--- config.mk ---
export PLATFORM = sky130hd
export DESIGN_NAME = div_bcd_formatter
export DESIGN_NICKNAME = d
export VERILOG_FILES = /design/src/rtl/div_pkg.sv /design/src/rtl/bcd_dabble_step.sv /design/src/rtl/div_bcd_formatter.sv
export SDC_FILE = /design/constraint.sdc
export NUM_CORES = 1
export LEC_CHECK = 0
export ABC_AREA = 1
export CORE_ASPECT_RATIO = 1.25
export CORE_MARGIN = 5
export CORE_UTILIZATION = 30
export DETAILED_ROUTE_END_ITERATION = 16
export GPL_TIMING_DRIVEN = 0
export PLACE_DENSITY = 0.58
export SYNTH_ARGS = -nofsm -noshare
export SYNTH_HDL_FRONTEND = slang
export SYNTH_HIERARCHICAL = 1
export SYNTH_SLANG_ARGS = --single-unit
--- constraint.sdc ---
create_clock -name clk -period 1.5 [get_ports clk]
set_input_delay 0.45 -clock clk [delete_from_list [all_inputs] [get_ports clk]]
set_output_delay 0.45 -clock clk [all_outputs]
set_load 0.01 [all_outputs]
--- src/rtl/div_pkg.sv ---
// div_pkg: shared state encoding and default sizes for the BCD formatter
package div_pkg;
    typedef enum logic [1:0] {IDLE, SHIFT, DONE} state_t;
    localparam int WIDTH_DEF  = 16;
    localparam int DIGITS_DEF = 5;
    localparam int BCD_W      = 4 * DIGITS_DEF;
endpackage

--- src/rtl/bcd_dabble_step.sv ---
// bcd_dabble_step: one combinational double-dabble iteration (add-3 then shift left)
module bcd_dabble_step import div_pkg::*; #(
    parameter int DIGITS = DIGITS_DEF
) (
    input  logic [4*DIGITS-1:0] bcd_in,
    input  logic                bit_in,
    output logic [4*DIGITS-1:0] bcd_out,
    output logic                bit_out
);
    logic [4*DIGITS-1:0] adj;
    // every digit of five or more is pre-corrected so the shift carries into the next digit
    always_comb begin
        for (int i = 0; i < DIGITS; i++)
            adj[4*i+:4] = (bcd_in[4*i+:4] >= 4'd5) ? bcd_in[4*i+:4] + 4'd3 : bcd_in[4*i+:4];
    end
    assign bcd_out = {adj[4*DIGITS-2:0], bit_in};
    assign bit_out = adj[4*DIGITS-1];
endmodule

--- src/rtl/div_bcd_formatter.sv ---
// div_bcd_formatter: converts a quotient/remainder pair to packed BCD between two handshakes
module div_bcd_formatter import div_pkg::*; #(
    parameter int WIDTH  = WIDTH_DEF,
    parameter int DIGITS = DIGITS_DEF,
    parameter int CNT_W  = 5
) (
    input  logic                clk,
    input  logic                rst_n,
    input  logic                in_valid,
    output logic                in_ready,
    input  logic [WIDTH-1:0]    quot,
    input  logic [WIDTH-1:0]    rem,
    input  logic                div_zero,
    output logic                out_valid,
    input  logic                out_ready,
    output logic [4*DIGITS-1:0] quot_bcd,
    output logic [4*DIGITS-1:0] rem_bcd,
    output logic                out_err
);
    state_t              state, state_n;
    logic [CNT_W-1:0]    cnt;
    logic [WIDTH-1:0]    qbin, rbin;
    logic [4*DIGITS-1:0] qbcd, rbcd, qbcd_n, rbcd_n;
    logic                q_spill, r_spill, err;
    logic                accept, last;

    assign accept    = in_valid && state == IDLE;
    assign last      = cnt == CNT_W'(WIDTH - 1);
    assign in_ready  = state == IDLE;
    assign out_valid = state == DONE;
    assign quot_bcd  = qbcd;
    assign rem_bcd   = rbcd;
    assign out_err   = err;

    bcd_dabble_step #(.DIGITS(DIGITS)) u_q (
        .bcd_in(qbcd), .bit_in(qbin[WIDTH-1]), .bcd_out(qbcd_n), .bit_out(q_spill)
    );
    bcd_dabble_step #(.DIGITS(DIGITS)) u_r (
        .bcd_in(rbcd), .bit_in(rbin[WIDTH-1]), .bcd_out(rbcd_n), .bit_out(r_spill)
    );

    // next-state: divide-by-zero skips the conversion entirely
    always_comb begin
        state_n = state;
        case (state)
            IDLE:    state_n = accept ? (div_zero ? DONE : SHIFT) : IDLE;
            SHIFT:   state_n = last ? DONE : SHIFT;
            DONE:    state_n = out_ready ? IDLE : DONE;
            default: state_n = IDLE;
        endcase
    end

    // state register; reset abandons any conversion in flight
    always_ff @(posedge clk or negedge rst_n) begin
        if (!rst_n) state <= IDLE;
        else        state <= state_n;
    end

    // datapath: load on accept, iterate in SHIFT; {bcd,bin} rotate so the spill bit is never lost
    always_ff @(posedge clk or negedge rst_n) begin
        if (!rst_n) begin
            cnt  <= '0;
            qbin <= '0;
            rbin <= '0;
            qbcd <= '0;
            rbcd <= '0;
            err  <= 1'b0;
        end else if (accept) begin
            cnt  <= '0;
            qbin <= div_zero ? '0 : quot;
            rbin <= div_zero ? '0 : rem;
            qbcd <= '0;
            rbcd <= '0;
            err  <= div_zero;
        end else if (state == SHIFT) begin
            cnt  <= cnt + CNT_W'(1);
            qbin <= {qbin[WIDTH-2:0], q_spill};
            rbin <= {rbin[WIDTH-2:0], r_spill};
            qbcd <= qbcd_n;
            rbcd <= rbcd_n;
        end
    end
endmodule

# Yosys cells after proc, flatten, opt, wreduce, memory -nomap -nowiden
# Cells that the tools add are included.
# totals
register_bits	80
input_bits	37
# classes
addsub	11
magnitude_cmp	10
n_eq_ne	3
muxes	27
reduce_logical	3
# op_table
operator	n
$mux W16	6
$mux W20	4
$add A4 B2 Y4 const B	10
$ge A4 B3 Y1 const B	10
$mux W4	10
$mux W5	2
$mux W2	4
$pmux W2 S3	1
$add A5 B1 Y5 const B	1
$eq A5 B4 Y1 const B	1
$eq A2 B1 Y1 const B	1
$eq A2 B2 Y1 const B	1
$logic_not A2 Y1	1
$reduce_bool A2 Y1	1
$logic_and A1 B1 Y1	1

# Logic depth before layout (Yosys ltp)
# Gate-level depths: netlist of run 1.
# depth
depth_word	4
depth_mapped	9

# Modules after synthesis
# Netlist of run 1, hierarchy kept.
# by_module_without_submodules
mod	n_inst	cells_per_inst	area_each_um2
div_bcd_formatter	1	525	3897.5
bcd_dabble_step	2	110	608.1

# Least setup slack after synthesis of run 1
# Ideal clock, no wire load.
# synth_path
kind	flip-flop to flip-flop
from	reg qbcd[16], in the netlist quot_bcd[16]
to	reg qbin[0]
setup_time_ps	77
arrival_time_ps	1229
path_slack_ps	193
stages_incl_launch_ff	8
path_buffers	0
period_less_slack_ps	1307
cell_sequence	dfrtp_1 inv_1 ha_1 nor2_4 nor2_4 a21oi_2 o21ai_0 a21oi_1
# synth_between
elab_chain_cells	4
# synth_lines
element	line	text
start: declaration	div_bcd_formatter.sv:23	logic [4*DIGITS-1:0] qbcd, rbcd, qbcd_n, rbcd_n;
start signal: assignment	div_bcd_formatter.sv:79	qbcd <= qbcd_n;
$add A4 B2 Y4 or $ge A4 B3 Y1 (tied branches)	bcd_dabble_step.sv:14	adj[4*i+:4] = (bcd_in[4*i+:4] >= 4'd5) ? bcd_in[4*i+:4] + 4'd3 : bcd_in[4*i+:4];
$mux W4 *	bcd_dabble_step.sv:14	
via q_spill	div_bcd_formatter.sv:24	logic q_spill, r_spill, err;
$mux W16 *	div_bcd_formatter.sv:75	end else if (state == SHIFT) begin
$mux W16 *	div_bcd_formatter.sv:68	end else if (accept) begin
end signal: assignment	div_bcd_formatter.sv:70	qbin <= div_zero ? '0 : quot;
end signal: assignment	div_bcd_formatter.sv:77	qbin <= {qbin[WIDTH-2:0], q_spill};
end: declaration	div_bcd_formatter.sv:22	logic [WIDTH-1:0] qbin, rbin;
# Mark *: on every way through the listed nets, which the timed path passes. The rest lies on a longest branch. The select of a mux whose other input is x is not followed.
# A chain may end at the register's enable or synchronous reset.

# Worst setup path in the final report of run 1
# layout_path
from	reg state[0]
to	out in_ready
# layout_between
elab_chain_cells	1
# layout_lines
element	line	text
start: declaration	div_bcd_formatter.sv:20	state_t state, state_n;
start signal: assignment	div_bcd_formatter.sv:56	else state <= state_n;
$logic_not A2 Y1	div_bcd_formatter.sv:29	assign in_ready = state == IDLE;
end: declaration	div_bcd_formatter.sv:10	output logic in_ready,
# No other way between the ends.

==> results of run 1 <==
[synth_stat cells (2+ instances only)]
cell / count
sky130_fd_sc_hd__o21ai_2: 11
sky130_fd_sc_hd__clkbuf_2: 2
sky130_fd_sc_hd__inv_2: 6
sky130_fd_sc_hd__buf_4: 5
sky130_fd_sc_hd__dfrtp_1: 80
sky130_fd_sc_hd__inv_1: 145
sky130_fd_sc_hd__a21oi_2: 4
sky130_fd_sc_hd__o21ai_0: 51
sky130_fd_sc_hd__clkbuf_1: 5
sky130_fd_sc_hd__o21ai_1: 11
sky130_fd_sc_hd__buf_6: 2
sky130_fd_sc_hd__buf_2: 17
sky130_fd_sc_hd__nand3_1: 49
sky130_fd_sc_hd__nor2_1: 48
sky130_fd_sc_hd__nor2_4: 9
sky130_fd_sc_hd__nand2_1: 225
sky130_fd_sc_hd__nand2_2: 5
sky130_fd_sc_hd__a21oi_1: 44
sky130_fd_sc_hd__o22ai_1: 2
sky130_fd_sc_hd__ha_1: 22
[timing repair]
item | in CTS | in global routing
pin swaps | 1 | 19
gates cloned | 0 | 1
gates resized for setup | 87 | 62
setup endpoints to repair | 43 | 54
setup buffers | 44 | 7
[logic make-up after synthesis]
kind of cell	after synthesis	synth area share (%)
AO/OA/AOI/OAI	124	13.33
flip-flops	80	39.15
AND/OR/NAND/NOR	337	27.65
adder cells (fa/ha/maj)	22	5.383
buffers and inverters	182	14.48
[layout make-up]
cell class | count | area, µm² | area share (%)
inverter | 151 | 569.3 | 8.131
buffer | 31 | 197.7 | 2.823
clock buffer | 12 | 236.5 | 3.377
multi-input combinational | 483 | 2461 | 35.15
sequential | 80 | 2024 | 28.91
timing repair buffer | 130 | 1192 | 17.03
tap | 220 | 275.3 | 3.931
clock inverter | 4 | 45.04 | 0.6433
[metrics by stage]
step                      hold WS [ns]  power, mW
after detailed placement        0.4155      9.660
after global placement          0.4688      9.585
after floorplan                 0.1544      7.613
after global routing           0.06152      13.95
after CTS                      0.04190      12.40
final                          0.03434      12.74
[metal layers]
| metal | global-route usage, % | vias up |
|---|---|---|
| met5 | 0 | - |
| met4 | 4.905 | 0 |
| met3 | 2.192 | 12 |
| met2 | 23.99 | 74 |
| met1 | 15.62 | 2168 |
| li1 | - | 2551 |
[power breakdown]
part           total, mW  switching, mW  leakage, nW  internal [mW]
clock network       2.18          0.900        0.140           1.28
logic               6.93           3.96         2.63           2.97
registers           3.63          0.539        0.995           3.09
total               12.7           5.39         3.77           7.35
[worst min-delay path by stage]
stage and to:
2_1_floorplan cnt[0], 3_3_place_gp out_err, 3_5_place_dp qbin[6], 4_1_cts qbin[6], 5_1_grt qbin[6], 6_report qbin[6]
[cell usage in the layout (no fill, tap or decap), types with 4 or more instances in the layout]
cell type,netlist,routed
sky130_fd_sc_hd__dfrtp_1,80,62
sky130_fd_sc_hd__inv_1,145,130
sky130_fd_sc_hd__dlygate4sd2_1,0,15
sky130_fd_sc_hd__nor2_4,9,10
sky130_fd_sc_hd__nand2_2,5,8
sky130_fd_sc_hd__clkdlybuf4s15_1,0,26
sky130_fd_sc_hd__nand2_1,225,222
sky130_fd_sc_hd__o21ai_0,51,49
sky130_fd_sc_hd__nand3_1,49,49
sky130_fd_sc_hd__ha_1,22,17
sky130_fd_sc_hd__dfrtp_2,0,18
sky130_fd_sc_hd__clkbuf_4,0,7
sky130_fd_sc_hd__clkbuf_1,5,8
sky130_fd_sc_hd__buf_2,17,10
sky130_fd_sc_hd__nor2_1,48,47
sky130_fd_sc_hd__o21ai_2,11,5
sky130_fd_sc_hd__ha_2,0,4
sky130_fd_sc_hd__o21ai_4,0,6
sky130_fd_sc_hd__clkbuf_16,0,9
sky130_fd_sc_hd__a21oi_1,44,44
sky130_fd_sc_hd__o21ai_1,11,13
sky130_fd_sc_hd__inv_2,6,20
sky130_fd_sc_hd__buf_6,2,11
sky130_fd_sc_hd__clkdlybuf4s50_1,0,33
sky130_fd_sc_hd__buf_4,5,52
[sequential cells by signal, indices dropped and copies added, names as in the netlist]
register	cells
quot_bcd	20
out_err	1
rem_bcd	20
cnt	5
rbin	16
state	2
qbin	16
==> run metrics, run 1 <==
synth top area cells sky130_fd_sc_hd__dfrtp_1, sky130_fd_sc_hd__nand2_1, sky130_fd_sc_hd__inv_1, sky130_fd_sc_hd__ha_1, sky130_fd_sc_hd__o21ai_0; worst setup path end in_ready; Starting DRT DRC Count ~230; Total Routing Usage GR between 10% and 20%; max_cap viols 0; buffer depth of the longest clock path 2; Period Utilization, post-route 105.5%; CTS Root Buffer Type sky130_fd_sc_hd__clkbuf_16; number of flops mapped to enable cells by yosys 0; area growth from synthesis to final layout 36.92%; Final TNS setup -0.1164 ns; Worst Reg2Reg Path Length in Cells 10; number of different library cells in the post-synthesis netlist 22; total vias in the final route a little under 5,000; setup slack of the critical path after layout -0.08284 ns; Reg-to-Reg End rem_bcd[1]; startpoint of the worst register-to-register path rem_bcd[0]; number of antenna diodes 0; num rows 53; final layout net count ~950; placed wire-length estimate 8551 µm; RSZ-0062 raised after global routing yes; minimum clock period about 1.6 ns; antenna violations before repair 0; share of cells above drive strength 1 about a fifth; synthesized net count 804; LEAKAGE approximately 3.8 nW; final weighted congestion of routability-driven global placement 0.7592; kind of capture point of the worst setup path output port; pin count of the biggest net entering global routing 53; post-layout instance area around 7000 µm²; combined buffer and inverter count along the critical path 2; count of state elements after synthesis 80; kind of launch point of the worst setup path flop; met3 wire length roughly 420 µm; Crit. path cell count 3; antenna viol nets, final 0; met2 routed WL 6374 µm; Worst Tran Pin Value between 0.5 and 0.6 ns; number of global-route vias before repair ~4,700; Layout Cells excl Fill around 1,100; class of the tightest hold or removal check input pin to asynchronous set/reset pin; cell type with the highest aggregate area in the netlist sky130_fd_sc_hd__dfrtp_1; wire length of the first global-routing pass roughly 21,000 µm; maximum clock frequency roughly 0.63 GHz; Worst EP arrival 1.13 ns; sequential element share of the synthesized area 39.15%; CP most frequent cell sky130_fd_sc_hd__buf_6; TritonCTS Buffers 9; H-tree depth 3; Clock Sink Count 80; drt pass-1 iters 4; insertion delay of the later-clocked pin in the worst-skew pair 0.35 ns; global route total overflow 0; vertical extent of the die 156.0 µm; Max-Slew Margin vs Limit ~64%; top routing layer used met4; final wirelength about 13,000 µm; CTS tree done; Data required, critical path 1.05 ns; PortBufs between 70 and 80; Top delay family on crit path flip-flops; critical path class flop to output port; placed cell count about 1,000; worst clock skew ~0.0077 ns; placed cell area ~6000 µm²; minimum setup slack among reg-to-reg paths ~0.06 ns; Async SR Flop Fraction between 90% and 100%; vias per inst ~4.3; post-synthesis average cell area between 6 and 7 µm²; Final Hold Vio Count 0; Primary FF master, synth sky130_fd_sc_hd__dfrtp_1; quantity of hold-fixing buffers added after cts 0; width of the chip about 130 µm; Final Util roughly two fifths; cell type of the slowest stage on the worst timing path sky130_fd_sc_hd__dfrtp_2; ratio of total power to cell area 1820 nW/µm²; synthesized instance count between 700 and 800; remaining routing DRC violations 0; yosys warns 6; biggest cell delay along the critical path 0.46 ns; violations in the final reports setup timing; Worst IR Drop VDD between 0.5 and 0.6 mV; overall die area 19,770 µm²; area fraction of the dominant cell type after synthesis 39.15%; routed length on met1 5923 µm; post-placement setup slack -0.3810 ns; Synth Cell Area a little over 5000 µm²; clock transition at the register clock pins on the worst setup and hold paths after CTS approximately 0.060 ns; sequence of cells on the critical path nor2_4, buf_6, buf_6; Slew Viols, Final 0; Initial Utilization roughly 30%; worst setup path startpoint state[0]; number of filler instances in the final layout about 1,800; crit-path max FO 4; Core Box Area ~17,000 µm²; final number of setup-violating endpoints 2; total I/O pin count 80; run status finished, violations left; WL per Instance 11.64 µm
Note: power is estimated with default switching activity, not from simulation.
==> inputs of run 2 (changes only) <==
==> constraint.sdc (replaced) <==
create_clock -name clk -period 1.8 [get_ports clk]
set_input_delay 0.54 -clock clk [delete_from_list [all_inputs] [get_ports clk]]
set_output_delay 0.54 -clock clk [all_outputs]
set_load 0.01 [all_outputs]
==> run metrics, run 2 (synthesis results as in run 1) <==
critical path class flop to output port; final weighted congestion of routability-driven global placement 0.7592; internal power component 5.638 mW; kind of capture point of the worst setup path output port; Final Hold Vio Count 0; max_cap viols 0; Slew Viols, Final 0; WL per Instance between 10 and 15 µm; antenna violations before repair 0; minimum setup slack among reg-to-reg paths 0.33 ns; pin count of the biggest net entering global routing 53; RSZ-0062 raised after global routing no; Starting DRT DRC Count roughly 220; total vias in the final route roughly 4,700; vertical extent of the die roughly 160 µm; post-layout instance area ~6600 µm²; Layout Cells excl Fill approximately 1,100; footprint of the flip-flops and latches between 2000 and 2500 µm²; Worst Tran Pin Value roughly 0.53 ns; sequence of cells on the critical path clkdlybuf4s50_1; Crit. path cell count 1; Final Util about two fifths; number of filler instances in the final layout 1,780; worst setup path startpoint quot_bcd[13]; Total Routing Usage GR 12.75%; cell type of the slowest stage on the worst timing path sky130_fd_sc_hd__clkdlybuf4s50_1; met2 routed WL 5867 µm; CTS Root Buffer Type sky130_fd_sc_hd__clkbuf_16; clock share of power a little under a fifth; Top delay family on crit path buffers and inverters; Fin Hold WS 0.1256 ns; combined buffer and inverter count along the critical path 1; part of the total power dissipated in combinational logic 49.3%; LEAKAGE 3.740 nW; num rows 53; class of the tightest hold or removal check input pin to asynchronous set/reset pin; most common cell after layout, fill and taps aside sky130_fd_sc_hd__nand2_1; final wirelength 12,300 µm; met3 wire length about 410 µm; insertion delay of the later-clocked pin in the worst-skew pair ~0.35 ns; clock transition at the register clock pins on the worst setup and hold paths after CTS ~0.06 ns; overall die area between 15,000 and 20,000 µm²; Initial Utilization 30.48%; maximum clock frequency around 0.57 GHz; sequential fraction of design power between 30% and 40%; placed cell count 1,043; kind of launch point of the worst setup path flop; run status finished, final reports clean; area growth from synthesis to final layout 29.31%; placed cell area 6185 µm²; Reg-to-Reg End rbin[0]; Core Box Area around 17,000 µm²; Max-Slew Margin vs Limit between 60% and 70%; TritonCTS Buffers 9; Clock Sink Count 80; startpoint of the worst register-to-register path rem_bcd[16]; Sw Pwr between 4 and 5 mW; total I/O pin count 80; most frequent cells in the layout sky130_fd_sc_hd__nand2_1, sky130_fd_sc_hd__inv_1, sky130_fd_sc_hd__dfrtp_1; wire length of the first global-routing pass about 21,000 µm; global route total overflow 0; crit-path max FO 2; vias per inst about 4.3; buffer depth of the longest clock path 2; Worst EP arrival 1.22 ns; PortBufs 77; final layout net count slightly above 900; drt pass-1 iters 4; H-tree depth 3; Worst Reg2Reg Path Length in Cells 8; area of the multi-input gates approximately 2400 µm²; width of the chip roughly 130 µm; final number of setup-violating endpoints 0; ratio of total power to cell area approximately 1500 nW/µm²; share of cells above drive strength 1 between 10% and 20%; top routing layer used met4; remaining routing DRC violations 0; Period Utilization, post-route 97.68%; Worst IR Drop VDD 0.4308 mV; CTS tree done; biggest cell delay along the critical path 0.53 ns; Data required, critical path around 1.3 ns; worst clock skew 0.009011 ns; placed wire-length estimate ~8600 µm; net switching fraction of the power a little over two fifths; quantity of hold-fixing buffers added after cts 0; antenna viol nets, final 0; number of antenna diodes 0; routed length on met1 slightly below 6000 µm; minimum clock period around 1.8 ns; number of global-route vias before repair 4,531
run 2: cell count changes in the layout (fill, tap and decap cells not counted), sizes merged:
cell,delta
dlymetal6s2s,+6
clkdlybuf4s15,-26
clkdlybuf4s50,+5
dlygate4sd2,+15
buf,-27
clkbuf,-5
run 2: what timing repair did:
action / 4_1_cts / 5_1_grt
buffers inserted: 18 / 2
cloned: 0 / 0
endpoints found under the setup margin: 43 / 8
resized for setup: 56 / 7
endpoints found under the hold margin: 0 / 0
pin swaps: 1 / 0
run 2: power by group through the flow:
stage | Sequential [mW] | Combinational (mW) | Clock, mW
2_1_floorplan | 3.28 | 3.06 | 0
3_3_place_gp | 3.30 | 4.69 | 0
3_5_place_dp | 3.31 | 4.74 | 0
4_1_cts | 3.20 | 4.93 | 1.88
5_1_grt | 3.31 | 5.58 | 1.95
6_report | 3.18 | 4.85 | 1.81
run 2: worst max path at each step:
stage	end	slack [ns]
finish	quot_bcd[13]	0.04
detailed placement	in_ready	-0.17
floorplan	in_ready	0.45
global placement	rem_bcd[10]	-2.98
global route	rem_bcd[16]	0.002
CTS	rem_bcd[9]	0.001
run 2: routing by layer:
metal | vias to the layer above | track usage [%]
met2 | 70 | 22.33
li1 | 2481 | -
met1 | 2086 | 15.55
met4 | 0 | 5.008
met3 | 13 | 2.192
met5 | - | 0
run 2: area by class of cell:
class / instances / share of cell area, %
multi-input combinational: 483 / 35.89
tap: 220 / 4.163
clock inverter: 4 / 0.6812
buffer: 31 / 2.687
inverter: 151 / 8.571
clock buffer: 12 / 3.576
timing repair buffer: 98 / 13.81
sequential: 80 / 30.61
run 2: stage by stage:
stage,TNS (ns),setup slack (ns),total power [mW]
after floorplan,0,0.4540,6.344
after global placement,-238.03,-2.981,7.988
after detailed placement,-0.1710,-0.1710,8.050
after CTS,0,0.001360,10.00
after global routing,0,0.001679,10.84
final,0,0.04182,9.848
==> inputs of run 3 (changes only) <==
==> constraint.sdc (replaced) <==
create_clock -name clk -period 2.1 [get_ports clk]
set_input_delay 0.63 -clock clk [delete_from_list [all_inputs] [get_ports clk]]
set_output_delay 0.63 -clock clk [all_outputs]
set_load 0.01 [all_outputs]
==> run metrics, run 3 (synthesis results as in run 1) <==
insertion delay of the later-clocked pin in the worst-skew pair between 0.3 and 0.4 ns; Worst Reg2Reg Path Length in Cells 7; Worst IR Drop VDD between 0.3 and 0.4 mV; minimum setup slack among reg-to-reg paths 0.62 ns; Max-Slew Margin vs Limit 65.79%; kind of launch point of the worst setup path flop; width of the chip 126.8 µm; crit-path max FO 7; class of the tightest hold or removal check input pin to asynchronous set/reset pin; vias per inst between 4 and 5; share of cells above drive strength 1 between 9 and 10%; WL per Instance about 11 µm; combined buffer and inverter count along the critical path 1; total vias in the final route ~4,600; number of global-route vias before repair 4,491; global route total overflow 0; final number of setup-violating endpoints 0; clock transition at the register clock pins on the worst setup and hold paths after CTS approximately 0.060 ns; drt pass-1 iters 7; Slew Viols, Final 0; remaining routing DRC violations 0; total I/O pin count 80; vertical extent of the die 156.0 µm; Period Utilization, post-route between 90% and 100%; most common cell after layout, fill and taps aside sky130_fd_sc_hd__nand2_1; LEAKAGE roughly 3.4 nW; post-layout instance area between 6000 and 7000 µm²; run status finished, final reports clean; final wirelength between 10,000 and 15,000 µm; H-tree depth 3; most frequent cells in the layout sky130_fd_sc_hd__nand2_1, sky130_fd_sc_hd__inv_1, sky130_fd_sc_hd__dfrtp_1; placed cell area approximately 6200 µm²; overall die area about 20,000 µm²; worst clock skew 0.006128 ns; pin count of the biggest net entering global routing 53; Total Routing Usage GR between 10% and 20%; sequence of cells on the critical path clkdlybuf4s50_1; Initial Utilization 30.48%; Data required, critical path 1.47 ns; Worst EP arrival approximately 1.4 ns; Top delay family on crit path buffers and inverters; maximum clock frequency roughly 0.50 GHz; placed cell count about 1,000; Core Box Area around 17,000 µm²; Final Hold Vio Count 0; final weighted congestion of routability-driven global placement roughly 0.76; placed wire-length estimate 8551 µm; number of filler instances in the final layout between 1,500 and 2,000; RSZ-0062 raised after global routing no; area growth from synthesis to final layout 26.65%; Worst Tran Pin Value about 0.5 ns; cell type of the slowest stage on the worst timing path sky130_fd_sc_hd__clkdlybuf4s50_1; CTS tree done; ratio of total power to cell area 1291 nW/µm²; Final Util approximately 39%; minimum clock period approximately 2.0 ns; antenna viol nets, final 0; Reg-to-Reg End rbin[0]; PortBufs 77; buffer depth of the longest clock path 2; worst setup path startpoint quot_bcd[14]; quantity of hold-fixing buffers added after cts 0; antenna violations before repair 0; Starting DRT DRC Count roughly 190; Layout Cells excl Fill about 1,100; num rows 53; startpoint of the worst register-to-register path rem_bcd[16]; Clock Sink Count 80; kind of capture point of the worst setup path output port; CTS Root Buffer Type sky130_fd_sc_hd__clkbuf_16; final layout net count between 800 and 900; wire length of the first global-routing pass just over 20,000 µm; biggest cell delay along the critical path 0.58 ns; max_cap viols 0; critical path class flop to output port; TritonCTS Buffers 9; number of antenna diodes 0
==> run 3: cell count changes in the layout (fill, tap and decap cells not counted) <==
cell	delta
sky130_fd_sc_hd__clkdlybuf4s50_1	+36
sky130_fd_sc_hd__dlygate4sd2_1	-28
sky130_fd_sc_hd__buf_4	-18
sky130_fd_sc_hd__dfrtp_1	+14
sky130_fd_sc_hd__dfrtp_2	-14
sky130_fd_sc_hd__dlymetal6s2s_1	-6
sky130_fd_sc_hd__buf_2	-1
sky130_fd_sc_hd__buf_6	-1
sky130_fd_sc_hd__clkbuf_2	-1
sky130_fd_sc_hd__nor2_1	+1
sky130_fd_sc_hd__nor2_2	-1
==> run 3: timing repair <==
item / in CTS / in global routing
buffers inserted: 1 / 0
gates resized for setup: 3 / 3
pin swaps: 1 / 0
setup endpoints to repair: 2 / 3
cloned: 0 / 0
==> run 3: layout make-up <==
type	count	area (µm²)	area share, %
timing repair buffer	79	800.8	12.36
sequential	80	2007	30.99
clock buffer	12	236.5	3.651
clock inverter	4	45.04	0.6955
buffer	31	173.9	2.685
multi-input combinational	483	2371	36.61
tap	220	275.3	4.250
inverter	151	566.8	8.752
==> run 3: worst max-delay path by stage <==
stage	end	slack, ns	cells past startpoint
floorplan	in_ready	0.66	2
global placement	rem_bcd[10]	-2.77	1
detailed placement	in_ready	0.04	3
CTS	rem_bcd[18]	0.02	1
global route	quot_bcd[8]	0.005	1
finish	quot_bcd[14]	0.09	1
==> run 3: per-stage QoR <==
stage / hold slack, ns / setup TNS, ns / power (mW) / worst slack, ns
6_report: 0.2123 / 0 / 8.358 / 0.08574
5_1_grt: 0.2399 / 0 / 9.205 / 0.005268
4_1_cts: 0.2221 / 0 / 8.513 / 0.02328
3_5_place_dp: 0.4803 / 0 / 6.900 / 0.03900
3_3_place_gp: 0.4688 / -221.06 / 6.847 / -2.771
2_1_floorplan: 0.3344 / 0 / 5.438 / 0.6640
==> run 3: worst register-to-register path: cells and delay by family, from the launching register on <==
kind	cells	cell delay, ns
simple gates	2	0.23
flops	1	0.43
buf+inv	1	0.10
fa+ha+maj	1	0.25
compound gates	3	0.41
==> run 3: power by group <==
group          total (mW)  internal (mW)  switching (mW)
clock                1.55          0.916           0.630
sequential           2.81           2.19           0.620
combinational        4.00           1.69            2.30
==> run 3: layer usage <==
| metal | wire (µm) | global-route usage, % |
|---|---|---|
| met1 | 5594 | 15.32 |
| met2 | 5669 | 21.77 |
| met3 | 469 | 2.192 |
| met4 | 215 | 5.008 |
| met5 | 0 | 0 |
